--- src/rtl/key_event_if.sv ---
// Key event bundle between a debouncer-side producer and the key event decoder.
// key_flag is a one-cycle valid strobe with no ready: key_value is only meaningful while key_flag is high, and the decoder always accepts it; every output is a registered strobe or level.
interface key_event_if;
  logic key_flag;
  logic key_value;
  logic short_pulse;
  logic double_pulse;
  logic long_pulse;
  logic repeat_pulse;
  logic key_held;

  modport master (
    output key_flag,
    output key_value,
    input  short_pulse,
    input  double_pulse,
    input  long_pulse,
    input  repeat_pulse,
    input  key_held
  );

  modport slave (
    input  key_flag,
    input  key_value,
    output short_pulse,
    output double_pulse,
    output long_pulse,
    output repeat_pulse,
    output key_held
  );
endinterface

--- src/rtl/key_event_decoder.sv ---
// Turns debounced key press/release strobes into short, double, long and auto-repeat gesture pulses.
// A single shared counter times the long-hold, double-click window and repeat period.
module key_event_decoder #(
  parameter int LONG_CYC = 50_000_000,
  parameter int DBL_CYC  = 15_000_000,
  parameter int RPT_CYC  = 10_000_000,
  parameter int CNT_W    = 32
) (
  input  logic          sys_clk,
  input  logic          sys_rst_n,
  key_event_if.slave    key_if,
  output logic [2:0]    state_dbg
);

  typedef enum logic [2:0] {
    IDLE   = 3'd0,
    PRESS1 = 3'd1,
    WAIT2  = 3'd2,
    PRESS2 = 3'd3,
    LONG   = 3'd4
  } state_t;

  // Terminal counts: a transition fires on the edge where cnt already holds N-1.
  localparam logic [CNT_W-1:0] LONG_LAST = CNT_W'(LONG_CYC - 1);
  localparam logic [CNT_W-1:0] DBL_LAST  = CNT_W'(DBL_CYC - 1);
  localparam logic [CNT_W-1:0] RPT_LAST  = CNT_W'(RPT_CYC - 1);
  localparam logic [CNT_W-1:0] CNT_ONE   = {{(CNT_W-1){1'b0}}, 1'b1};

  state_t           state;
  logic [CNT_W-1:0] cnt;
  logic             short_q;
  logic             double_q;
  logic             long_q;
  logic             repeat_q;
  logic             held_q;
  logic             press_ev;
  logic             release_ev;

  assign press_ev   = key_if.key_flag & ~key_if.key_value;
  assign release_ev = key_if.key_flag &  key_if.key_value;

  always_ff @(posedge sys_clk or negedge sys_rst_n) begin
    if (!sys_rst_n) begin
      state    <= IDLE;
      cnt      <= '0;
      short_q  <= 1'b0;
      double_q <= 1'b0;
      long_q   <= 1'b0;
      repeat_q <= 1'b0;
      held_q   <= 1'b0;
    end else begin
      short_q  <= 1'b0;
      double_q <= 1'b0;
      long_q   <= 1'b0;
      repeat_q <= 1'b0;
      case (state)
        IDLE: begin
          cnt <= '0;
          if (press_ev) begin
            state  <= PRESS1;
            held_q <= 1'b1;
          end
        end

        PRESS1: begin
          // Events are checked before timeouts so a same-cycle event suppresses the pulse.
          if (release_ev) begin
            state  <= WAIT2;
            cnt    <= '0;
            held_q <= 1'b0;
          end else if (cnt == LONG_LAST) begin
            state  <= LONG;
            cnt    <= '0;
            long_q <= 1'b1;
          end else begin
            cnt <= cnt + CNT_ONE;
          end
        end

        WAIT2: begin
          if (press_ev) begin
            state  <= PRESS2;
            cnt    <= '0;
            held_q <= 1'b1;
          end else if (cnt == DBL_LAST) begin
            state   <= IDLE;
            cnt     <= '0;
            short_q <= 1'b1;
          end else begin
            cnt <= cnt + CNT_ONE;
          end
        end

        PRESS2: begin
          if (release_ev) begin
            state    <= IDLE;
            cnt      <= '0;
            held_q   <= 1'b0;
            double_q <= 1'b1;
          end else if (cnt == LONG_LAST) begin
            state  <= LONG;
            cnt    <= '0;
            long_q <= 1'b1;
          end else begin
            cnt <= cnt + CNT_ONE;
          end
        end

        LONG: begin
          // Ending a long hold is silent; only the periodic repeat produces pulses.
          if (release_ev) begin
            state  <= IDLE;
            cnt    <= '0;
            held_q <= 1'b0;
          end else if (cnt == RPT_LAST) begin
            cnt      <= '0;
            repeat_q <= 1'b1;
          end else begin
            cnt <= cnt + CNT_ONE;
          end
        end

        default: begin
          state  <= IDLE;
          cnt    <= '0;
          held_q <= 1'b0;
        end
      endcase
    end
  end

  assign key_if.short_pulse  = short_q;
  assign key_if.double_pulse = double_q;
  assign key_if.long_pulse   = long_q;
  assign key_if.repeat_pulse = repeat_q;
  assign key_if.key_held     = held_q;
  assign state_dbg           = state;

endmodule

--- src/flat_wrapper.sv ---
// flat-port wrapper written by rule: the top's interface ports become plain ports
module key_event_decoder_flat 
#(
  parameter int LONG_CYC = 50_000_000,
  parameter int DBL_CYC  = 15_000_000,
  parameter int RPT_CYC  = 10_000_000,
  parameter int CNT_W    = 32
)
  (sys_clk, sys_rst_n, state_dbg, key_if_key_flag, key_if_key_value, key_if_short_pulse, key_if_double_pulse, key_if_long_pulse, key_if_repeat_pulse, key_if_key_held);
  key_event_if key_if_i ();
  input  logic sys_clk;
  input  logic sys_rst_n;
  output logic [2:0] state_dbg;
  input wire logic [$bits(key_if_i.key_flag)-1:0] key_if_key_flag;
  input wire logic [$bits(key_if_i.key_value)-1:0] key_if_key_value;
  output wire logic [$bits(key_if_i.short_pulse)-1:0] key_if_short_pulse;
  output wire logic [$bits(key_if_i.double_pulse)-1:0] key_if_double_pulse;
  output wire logic [$bits(key_if_i.long_pulse)-1:0] key_if_long_pulse;
  output wire logic [$bits(key_if_i.repeat_pulse)-1:0] key_if_repeat_pulse;
  output wire logic [$bits(key_if_i.key_held)-1:0] key_if_key_held;
  assign key_if_i.key_flag = key_if_key_flag;
  assign key_if_i.key_value = key_if_key_value;
  assign key_if_short_pulse = key_if_i.short_pulse;
  assign key_if_double_pulse = key_if_i.double_pulse;
  assign key_if_long_pulse = key_if_i.long_pulse;
  assign key_if_repeat_pulse = key_if_i.repeat_pulse;
  assign key_if_key_held = key_if_i.key_held;
  key_event_decoder #(.LONG_CYC(LONG_CYC), .DBL_CYC(DBL_CYC), .RPT_CYC(RPT_CYC), .CNT_W(CNT_W)) u_core (.sys_clk(sys_clk), .sys_rst_n(sys_rst_n), .key_if(key_if_i), .state_dbg(state_dbg));
endmodule
--- config.mk ---
export PLATFORM = sky130hd
export DESIGN_NAME = key_event_decoder_flat
export DESIGN_NICKNAME = d
export VERILOG_FILES = /design/src/rtl/key_event_if.sv /design/src/rtl/key_event_decoder.sv /design/src/flat_wrapper.sv
export SDC_FILE = /design/constraint.sdc
export NUM_CORES = 1
export LEC_CHECK = 0
export CAP_MARGIN = 40
export CORE_MARGIN = 2
export CORE_UTILIZATION = 40
export CTS_CLUSTER_DIAMETER = 200
export DETAILED_ROUTE_END_ITERATION = 8
export SKIP_CTS_REPAIR_TIMING = 1
export SLEW_MARGIN = 15
export SYNTH_ARGS = -nofsm -noshare
export SYNTH_HDL_FRONTEND = slang
export SYNTH_SLANG_ARGS = --single-unit
export TNS_END_PERCENT = 1
--- constraint.sdc ---
create_clock -name sys_clk -period 2.43 [get_ports sys_clk]
set_input_delay 0.243 -clock sys_clk [delete_from_list [all_inputs] [get_ports sys_clk]]
set_output_delay 0.243 -clock sys_clk [all_outputs]
set_load 0.03 [all_outputs]
==> flow_metrics.py <==
metrics = {
    "status": {
        "outcome": "completed",
    },
    "clock_tree": {
        "numCtsBuffers": 5,
        "cts_buffer_depth": 2,
        "clk_latency_ps": 300,
        "h-tree-depth": 2,
        "path_clk_slew_ps": 80,
        "root_buffer": "clkbuf_8",
        "cts.sinks": 40,
        "cts_tree": "yes",
    },
    "floorplan": {
        "dieArea_mm2": 0.00603,
        "ioPinCount": 12,
        "row_count": 26,
        "core_area_mm2": 0.00517,
        "die_y_um": 77.7,
        "die_w_um": 77.7,
        "start_util_pct": 42.0,
    },
    "routing": {
        "met1Wirelength_um": 2380,
        "highest_layer": "met4",
        "wl_met3_um": 128,
        "wire_per_inst_um": 15.1,
        "viasPerCell": 5.53,
        "ant_nets": 0,
        "dr.pass1.iters": 4,
        "route.detailed.drc": 0,
        "drt_iter0_drc": 146,
        "dr_wl_met2_um": 2150,
        "finalWirelength_um": 4720,
        "vias": 1724,
    },
    "setup_path": {
        "cp.required_ps": 2610,
        "criticalPathCategory": "reg2reg",
        "startpoint_type": "flip-flop",
        "crit_path_max_fanout": 32,
        "worstSetupEndpointType": "flip-flop",
        "crit_arrival_ps": 2350,
    },
    "yosys": {
        "synthTopCellsByArea": "dfrtp_1 46%, xor2_1 7.7%, a21oi_1 6.2%",
        "synth-edff-count": 0,
        "yosysUniqueCellTypes": 43,
        "postSynthAreaPerCell_um2": 9.82,
        "ys_top_cells_by_count": "40 x dfrtp_1, 27 x a21oi_1, 19 x xor2_1, 17 x nand2_1",
        "yosysSeqAreaShare_pct": 46.1,
        "synth-main-ff-cell": "dfrtp_1",
        "ys_ff_latch": 40,
        "ys_async_sr_fraction_pct": 100,
        "ys_warn_count": 0,
        "synth_nets": 226,
        "syn_area_mm2": 0.00217,
        "synthCells": 221,
        "synth_top_area_share_pct": 46.1,
        "synth_top_cell_by_area": "dfrtp_1",
        "synth.most_common_cell": "dfrtp_1",
    },
    "timing": {
        "tns_ps": 0,
        "clock.fmax_mhz": 459,
        "hold_viol": 0,
        "finalSetupViolations": 0,
        "maxSlewViolCount": 0,
        "rsz0062_at_grt": "no",
        "clock_skew_ps": 6.76,
        "worstMarginPinSlew_ps": 444,
        "period_share_pct": 89.6,
        "relSlewSlack_pct": 70.0,
        "layout_setup_ws_ps": 253,
        "fin_crit_ps": 2180,
    },
    "min_path": {
        "min_path_type": "in2async",
    },
    "final_layout": {
        "layout.nets": 246,
        "n_fill_cell": 492,
        "syn_to_final_growth_pct": 16.2,
        "antennaDiodeCount": 0,
        "drive_gt1_share_pct": 12.4,
    },
    "global_routing": {
        "grtUsageTotal_pct": 17.4,
        "overflow": 0,
        "grt_pass1_vias": 1638,
        "antenna_found_initial": 0,
        "grt_max_degree": 33,
        "grt_first_pass_wirelength_um": 8330,
    },
    "placed_design": {
        "numPortBuffers": 11,
        "gp_congestion": 0.805,
        "hpwlAfterDp_um": 3290,
        "preCtsSetupSlack_ps": 253,
    },
    "pwr": {
        "p_per_area_mw_per_mm2": 625,
        "leakagePower_nw": 1.01,
        "vdd_drop_max_uv": 301,
    },
    "job": {
        "cap_viol_max_count": 0,
    },
}
## where the power goes
| group | internal (mW) | total [mW] | leakage [nW] | switching, mW |
|---|---|---|---|---|
| registers | 0.705 | 0.750 | 0.552 | 0.0451 |
| clock network | 0.226 | 0.460 | 0.0510 | 0.233 |
| logic | 0.135 | 0.366 | 0.403 | 0.231 |
| total | 1.07 | 1.58 | 1.01 | 0.510 |
## metrics by stage
step,cell area (um^2),hold slack (ps),instances,power [mW],utilization [%]
detailed placement,2420,217,303,1.13,46.8
floorplan,2170,-52.6,221,0.993,-
global route,2520,453,312,1.67,48.8
global placement,2390,423,302,1.13,46.3
finish,2520,414,312,1.58,48.8
CTS,2510,-106,311,1.59,48.6
## layout make-up
type                       instances  area [um^2]  area share (%)
multi-input combinational        172         1130            44.6
sequential                        40         1000            39.7
timing repair buffer              20          208            8.23
tap                               70         87.6            3.47
clock buffer                       6         82.6            3.27
clock inverter                     2         10.0           0.397
inverter                           2         7.51           0.298
## critical path: stages, from the launching register on
cell and delay, ps:
dfrtp_1 430, nor4b_1 460, nand4_1 150, or4_1 590
nand2b_2 120, buf_12 190, a22oi_1 100
## flip-flops by register name (all words and copies together), names as in the netlist
register                    count
u_core.key_if.long_pulse        1
u_core.cnt                     32
u_core.key_if.repeat_pulse      1
u_core.key_if.double_pulse      1
u_core.key_if.short_pulse       1
u_core.state_dbg                3
u_core.key_if.key_held          1
## kinds of logic after synthesis
group / share of synthesized area [%]
simple gates: 27.9
compound gates: 12.9
xor+xnor: 10.5
flops: 46.1
fa+ha+maj: 0.576
buf+inv: 2.02
## path summary, 6_finish.rpt
path / endpoint / cells past startpoint / startpoint / slack (ps)
max: u_core.cnt[27] / 6 / u_core.cnt[7] / 250
min: u_core.cnt[20] / 2 / sys_rst_n / 410
max reg2reg: u_core.cnt[27] / 6 / u_core.cnt[7] / 250
min reg2reg: u_core.key_if.key_held / 1 / u_core.key_if.key_held / 480
max in group asynchronous: u_core.cnt[6] / 3 / sys_rst_n / 1550
min in group sys_clk: u_core.key_if.key_held / 1 / u_core.key_if.key_held / 480
## placed cells by master (no fill, tap or decap), types with 3 or more instances in the layout
cell type and instances:
clkbuf_8 6, xnor2_1 7, clkdlybuf4s50_1 10, xor2_1 19, nand4_1 15, dfrtp_1 40, nor3_1 7, nand2b_1 3
nand2_1 17, and2_1 3, nor4b_1 3, buf_4 6, or3_1 4, a22oi_1 5, a21oi_1 27, o21ai_0 6
nor2_1 9, nand3_1 15, and3_1 5
## per-layer routing
metal | vias to the layer above | track usage [%]
met5 | - | 0
met4 | 0 | 5.36
met3 | 4 | 3.49
met2 | 27 | 24.6
met1 | 841 | 26.6
li1 | 852 | -
Note: power is estimated with default switching activity, not from simulation.
